File: config.mk
export PLATFORM = sky130hd
export DESIGN_NAME = sync_fifo
export DESIGN_NICKNAME = d
export VERILOG_FILES = /design/src/rtl/fifo_pkg.sv /design/src/rtl/sync_fifo_mem.sv /design/src/rtl/sync_fifo.sv
export SDC_FILE = /design/constraint.sdc
export NUM_CORES = 1
export LEC_CHECK = 0
export ABC_AREA = 1
export CAP_MARGIN = 25
export CORE_MARGIN = 2
export CORE_UTILIZATION = 61
export CTS_CLUSTER_SIZE = 40
export DETAILED_ROUTE_END_ITERATION = 8
export PLACE_DENSITY = 0.79
export SYNTH_ARGS = -nofsm -noshare
export SYNTH_HDL_FRONTEND = slang
export SYNTH_SLANG_ARGS = --single-unit
export TNS_END_PERCENT = 50
File: constraint.sdc
create_clock -name clk -period 5.3 [get_ports clk]
set_input_delay 0.795 -clock clk [delete_from_list [all_inputs] [get_ports clk]]
set_output_delay 0.795 -clock clk [all_outputs]
set_load 0.1 [all_outputs]
File: src/rtl/fifo_pkg.sv
// Shared types and elaboration helpers for the single-clock FIFO family.
package fifo_pkg;

    typedef struct packed {
        logic full;
        logic almost_full;
        logic empty;
        logic almost_empty;
        logic overflow;
        logic underflow;
    } fifo_status_t;

    function automatic int addr_w(input int depth);
        return $clog2(depth);
    endfunction

    function automatic bit is_pow2(input int value);
        return (value > 0) && ((value & (value - 1)) == 0);
    endfunction

    function automatic bit thresh_ok(input int depth, input int afull, input int aempty);
        return (afull >= 1) && (afull <= depth) && (aempty >= 0) && (aempty <= depth - 1);
    endfunction

endpackage

File: src/rtl/sync_fifo_mem.sv
// Distributed-RAM storage for sync_fifo; the read port is registered by default
// and combinational when SYNC_FIFO_FWFT_EN is defined.
module sync_fifo_mem
    import fifo_pkg::*;
#(
    parameter int DATA_WIDTH = 24,
    parameter int DEPTH      = 16,
    parameter int ADDR_W     = addr_w(DEPTH)
) (
    input  logic                  clk,
    input  logic                  rst,
    input  logic                  we,
    input  logic [ADDR_W-1:0]     waddr,
    input  logic [DATA_WIDTH-1:0] wdata,
    input  logic                  re,
    input  logic [ADDR_W-1:0]     raddr,
    output logic [DATA_WIDTH-1:0] rdata
);

    logic [DATA_WIDTH-1:0] mem_r [DEPTH];

    // Storage write port; contents are deliberately not reset.
    always_ff @(posedge clk) begin
        if (we) begin
            mem_r[waddr] <= wdata;
        end
    end

`ifdef SYNC_FIFO_FWFT_EN
    assign rdata = mem_r[raddr];
`else
    logic [DATA_WIDTH-1:0] rdata_r;

    // Registered read: loads on an accepted read, holds otherwise.
    always_ff @(posedge clk) begin
        if (rst) begin
            rdata_r <= {DATA_WIDTH{1'b0}};
        end else if (re) begin
            rdata_r <= mem_r[raddr];
        end
    end

    assign rdata = rdata_r;
`endif

endmodule

File: src/rtl/sync_fifo.sv
// Single-clock FIFO with fill count, almost flags, sticky errors and flush.
// Define SYNC_FIFO_FWFT_EN for first-word-fall-through reads.
module sync_fifo
    import fifo_pkg::*;
#(
    parameter int DATA_WIDTH    = 24,
    parameter int DEPTH         = 16,
    parameter int AFULL_THRESH  = DEPTH - 2,
    parameter int AEMPTY_THRESH = 2
) (
    input  logic                      clk,
    input  logic                      rst,
    input  logic                      flush,
    input  logic                      wr_en,
    input  logic [DATA_WIDTH-1:0]     din,
    output logic                      full,
    output logic                      almost_full,
    input  logic                      rd_en,
    output logic [DATA_WIDTH-1:0]     dout,
    output logic                      dout_valid,
    output logic                      empty,
    output logic                      almost_empty,
    output logic [$clog2(DEPTH):0]    count,
    output logic                      overflow,
    output logic                      underflow,
    input  logic                      clr_err
);

    localparam int ADDR_W = addr_w(DEPTH);
    localparam int PTR_W  = ADDR_W + 1;

    if (DATA_WIDTH < 1 || DEPTH < 4 || !is_pow2(DEPTH)) begin : g_bad_geometry
        $error("sync_fifo: DATA_WIDTH must be >=1 and DEPTH a power of 2 >= 4");
    end
    if (!thresh_ok(DEPTH, AFULL_THRESH, AEMPTY_THRESH)) begin : g_bad_thresh
        $error("sync_fifo: almost-full/almost-empty threshold out of range");
    end

    logic [PTR_W-1:0] wr_ptr_r;
    logic [PTR_W-1:0] rd_ptr_r;
    logic [PTR_W-1:0] count_s;
    logic             overflow_r;
    logic             underflow_r;
    logic             wr_acc_s;
    logic             rd_acc_s;
    logic             ovf_set_s;
    logic             udf_set_s;
    fifo_status_t     status_s;

    assign count_s = wr_ptr_r - rd_ptr_r;

    // Flags come only from registered pointers so they never see this cycle's requests.
    always_comb begin
        status_s              = '0;
        status_s.full         = (count_s == PTR_W'(DEPTH));
        status_s.empty        = (count_s == {PTR_W{1'b0}});
        status_s.almost_full  = (count_s >= PTR_W'(AFULL_THRESH));
        status_s.almost_empty = (count_s <= PTR_W'(AEMPTY_THRESH));
        status_s.overflow     = overflow_r;
        status_s.underflow    = underflow_r;
    end

    // Request qualification; flush swallows both requests and their errors.
    always_comb begin
        if (flush) begin
            wr_acc_s  = 1'b0;
            rd_acc_s  = 1'b0;
            ovf_set_s = 1'b0;
            udf_set_s = 1'b0;
        end else begin
            wr_acc_s  = wr_en && !status_s.full;
            rd_acc_s  = rd_en && !status_s.empty;
            ovf_set_s = wr_en && status_s.full;
            udf_set_s = rd_en && status_s.empty;
        end
    end

    // Binary pointers with one wrap bit; count is their modular difference.
    always_ff @(posedge clk) begin
        if (rst || flush) begin
            wr_ptr_r <= {PTR_W{1'b0}};
            rd_ptr_r <= {PTR_W{1'b0}};
        end else begin
            if (wr_acc_s) begin
                wr_ptr_r <= wr_ptr_r + PTR_W'(1);
            end
            if (rd_acc_s) begin
                rd_ptr_r <= rd_ptr_r + PTR_W'(1);
            end
        end
    end

    // Sticky error flags: a new error beats clr_err in the same cycle.
    always_ff @(posedge clk) begin
        if (rst) begin
            overflow_r  <= 1'b0;
            underflow_r <= 1'b0;
        end else begin
            overflow_r  <= ovf_set_s | (overflow_r  & ~clr_err);
            underflow_r <= udf_set_s | (underflow_r & ~clr_err);
        end
    end

    sync_fifo_mem #(
        .DATA_WIDTH (DATA_WIDTH),
        .DEPTH      (DEPTH),
        .ADDR_W     (ADDR_W)
    ) u_mem (
        .clk   (clk),
        .rst   (rst),
        .we    (wr_acc_s),
        .waddr (wr_ptr_r[ADDR_W-1:0]),
        .wdata (din),
        .re    (rd_acc_s),
        .raddr (rd_ptr_r[ADDR_W-1:0]),
        .rdata (dout)
    );

`ifdef SYNC_FIFO_FWFT_EN
    assign dout_valid = !status_s.empty;
`else
    logic dout_valid_r;

    // One-cycle pulse marking the word just loaded into dout.
    always_ff @(posedge clk) begin
        if (rst || flush) begin
            dout_valid_r <= 1'b0;
        end else begin
            dout_valid_r <= rd_acc_s;
        end
    end

    assign dout_valid = dout_valid_r;
`endif

    assign full         = status_s.full;
    assign almost_full  = status_s.almost_full;
    assign empty        = status_s.empty;
    assign almost_empty = status_s.almost_empty;
    assign overflow     = status_s.overflow;
    assign underflow    = status_s.underflow;
    assign count        = count_s;

endmodule

==> key figures <==
STA
  – Clock Skews: between 0.015 and 0.02 ns
  – RSZ-0062 raised after global routing: false
  – Min Tclk post-route: 3.96 ns
  – Final setup violation count: 0
  – Final period util: 0.746
  – Pins Over Slew Limit: 0
  – Maximum clock rate: between 200 and 300 MHz
  – Final Hold Viols: 0
  – Relative slew margins: 0.336
  – Hold_ws: ~0.46 ns
  – Slew @ Worst Pin: ~1 ns

Final layout
  – Fillers: 1,875
  – Final core utilization: 0.710
  – Multi-input logic area: between 0.004 and 0.005 sq mm
  – Layout cells sized above 1: 0.0768
  – Final Non-Filler Cells: ~2,100
  – Reg area: about 0.012 sq mm
  – Area Overhead vs Synth: 13.9%
  – Antenna Cells: 0
  – Final #Nets: about 1,700

Logic synthesis
  – Synth cell types: 29
  – Yosys reg bits: around 420
  – Post-Syn Area per Cell: 10.8 sq um
  – EDFF count, synth: between 300 and 400
  – Sequential share of the synthesized area: 0.705
  – Synth top area cells: edfxtp_1 66%, nand2_1 8.4%, nor2_1 7.1%
  – Dominant synthesized flop cell: edfxtp_1
  – Synthesized instance count: 1,607
  – Area share of the largest cell type after synthesis: 0.662
  – Syn Std Cell Area: ~0.017 sq mm
  – Cell taking the most area after synthesis: edfxtp_1
  – Post-Syn Nets: around 1,600
  – Synth async-reset ratio: 0
  – Synth warn: 0

CTS
  – CTS Buf Count: between 40 and 50
  – CTS root buf: clkbuf_16
  – Skew-Pair Late Insertion Delay: roughly 0.54 ns
  – Post-CTS Setup Bufs: 0
  – Worst-path clk slew: about 0.06 ns
  – CTS tree: done
  – Clock buffer depth: 3
  – CTS H-tree lvls: 2
  – Clock sink count: about 420
  – Post-cts sizing count: 0
  – Hold-fix buffers, CTS: 0

Floorplan
  – Die Span Y: 173 um
  – # rows: between 60 and 70
  – Initial Util: 0.623
  – IO Pins: 66
  – DIE WIDTH: 173 um
  – Die area: roughly 0.03 sq mm
  – Core region area: between 0.02 and 0.03 sq mm

Worst setup path
  – WP data required: 4.51 ns
  – CP Max Fanout: slightly below 70
  – Crit. End Element: primary output
  – Critical path class: reg2out
  – CP Launch Type: flop
  – Crit path arrival time: approximately 3.2 ns

Power and ir drop
  – Max IR drop VDD: ~0.32 mV
  – Pwr/cell area: ~350 mW/mm^2
  – Static Leak: 0.00740 uW

Place
  – DP HPWL: between 20 and 25 mm
  – Placed Cells: 1,994
  – Gpl congestion: just over 0.8
  – IO Port Bufs: between 60 and 70

Run
  – Max_cap viols: 0

Routing
  – Vias: around 12,000
  – Wire per inst: ~20 um
  – Final ANT Viol Nets: 0
  – DRT Wirelength: approximately 41 mm
  – Residual DRC: 0
  – Initial DRC count: 1,360
  – Detailed Routing Iterations Pass 1: 5
  – Uppermost layer routed: met4
  – Met3 wire length: between 3 and 4 mm
  – Wire length on met1: ~16 mm
  – Vias/cell: around 5.7
  – Metal2 WL: 19.3 mm

Global route
  – Largest net degree at the start of global routing: 105
  – Total congestion overflow: 0
  – Global-route wire length before repair: between 60 and 70 mm
  – GRT Total Usage: 0.273
  – Initial antenna violation count: 0
  – Number of global-route vias before repair: between 10,000 and 15,000

Hold path
  – Hold Path Class: reg2reg

Outcome
  – Outcome: finished clean
==> synthesized netlist by cell type, types with 5 or more instances <==
cell type,instances
dfxtp_1,37
clkbuf_1,29
nor3_1,15
nand3_1,87
xor2_1,5
a21oi_1,13
buf_1,8
o21ai_1,24
ha_1,9
edfxtp_1,384
nand2_1,388
nor2_1,327
buf_4,8
inv_2,5
buf_6,9
o21ai_0,145
buf_2,31
inv_1,67
==> layout make-up <==
type / count / share of cell area
Clock buffer: 53 / 0.0572
Timing Repair Buffer: 95 / 0.0443
Multi-Input combinational cell: 1026 / 0.226
Sequential cell: 421 / 0.619
Clock inverter: 22 / 0.0145
Inverter: 75 / 0.0143
Tap cell: 378 / 0.0239
==> worst max-delay path, cell delays in order, from the launching register on <==
cell	delay [ns]
dfxtp_4	0.86
fa_1	0.56
inv_1	0.09
clkdlybuf4s50_1	1.13
==> registers in the layout, indices dropped and copies added, names as in the netlist <==
name         flops
u_mem.mem_r    384
overflow         1
underflow        1
dout_valid       1
wr_ptr_r         5
rd_ptr_r         5
u_mem.rdata     24
==> cells by family after synthesis <==
| kind of cell | Yosys count | share of synthesized area |
|---|---|---|
| AND/OR/NAND/NOR | 825 | 0.188 |
| flip-flops | 421 | 0.705 |
| AO/OA/AOI/OAI | 182 | 0.0523 |
| buffers and inverters | 160 | 0.0423 |
| adder cells (fa/ha/maj) | 10 | 0.00762 |
| XOR/XNOR | 9 | 0.00496 |
==> worst paths after layout <==
check / start / endpoint / slack, ns / cells past startpoint
hold / removal: overflow / overflow / 0.46 / 2
setup reg to reg: rd_ptr_r[2] / u_mem.mem_r[9][3] / 1.76 / 11
hold reg to reg: overflow / overflow / 0.46 / 2
setup / recovery: rd_ptr_r[1] / count[1] / 1.34 / 3
==> layout by cell type, fill, tap and decap left out, types with 7 or more instances in the layout <==
master	synthesis	final
a21oi_1	13	13
clkbuf_16	0	43
clkinv_1	3	9
clkbuf_1	29	8
o21ai_0	145	145
clkdlybuf4s50_1	0	58
edfxtp_1	384	384
bufinv_16	0	7
buf_4	8	36
nor3_2	0	15
nand3_1	87	87
nand2_1	388	388
nor2_1	327	325
dfxtp_1	37	35
ha_1	9	9
o21ai_1	24	24
inv_1	67	67
==> metrics by stage <==
| stage | setup slack [ns] | total power [uW] | setup TNS, ns | cell area (sq um) |
|---|---|---|---|---|
| floorplan | -0.0141 | 3860 | -0.0141 | 17400 |
| global placement | 1.89 | 3960 | 0 | 18400 |
| detailed placement | 1.84 | 3970 | 0 | 18400 |
| CTS | 1.33 | 6970 | 0 | 19800 |
| global route | 1.18 | 7130 | 0 | 19800 |
| finish | 1.34 | 6960 | 0 | 19800 |
==> metal layers <==
| layer | track usage | vias to the layer above |
|---|---|---|
| met3 | 0.0490 | 104 |
| met2 | 0.449 | 625 |
| met4 | 0.0985 | 0 |
| met1 | 0.371 | 5622 |
| li1 | - | 5505 |
| met5 | 0 | - |
==> power breakdown <==
part	internal, uW	switching (uW)
Combinational	61.3	196
Clock	1850	1200
Sequential	3640	6.68
Total	5550	1410
(Power assumes the default switching activity.)
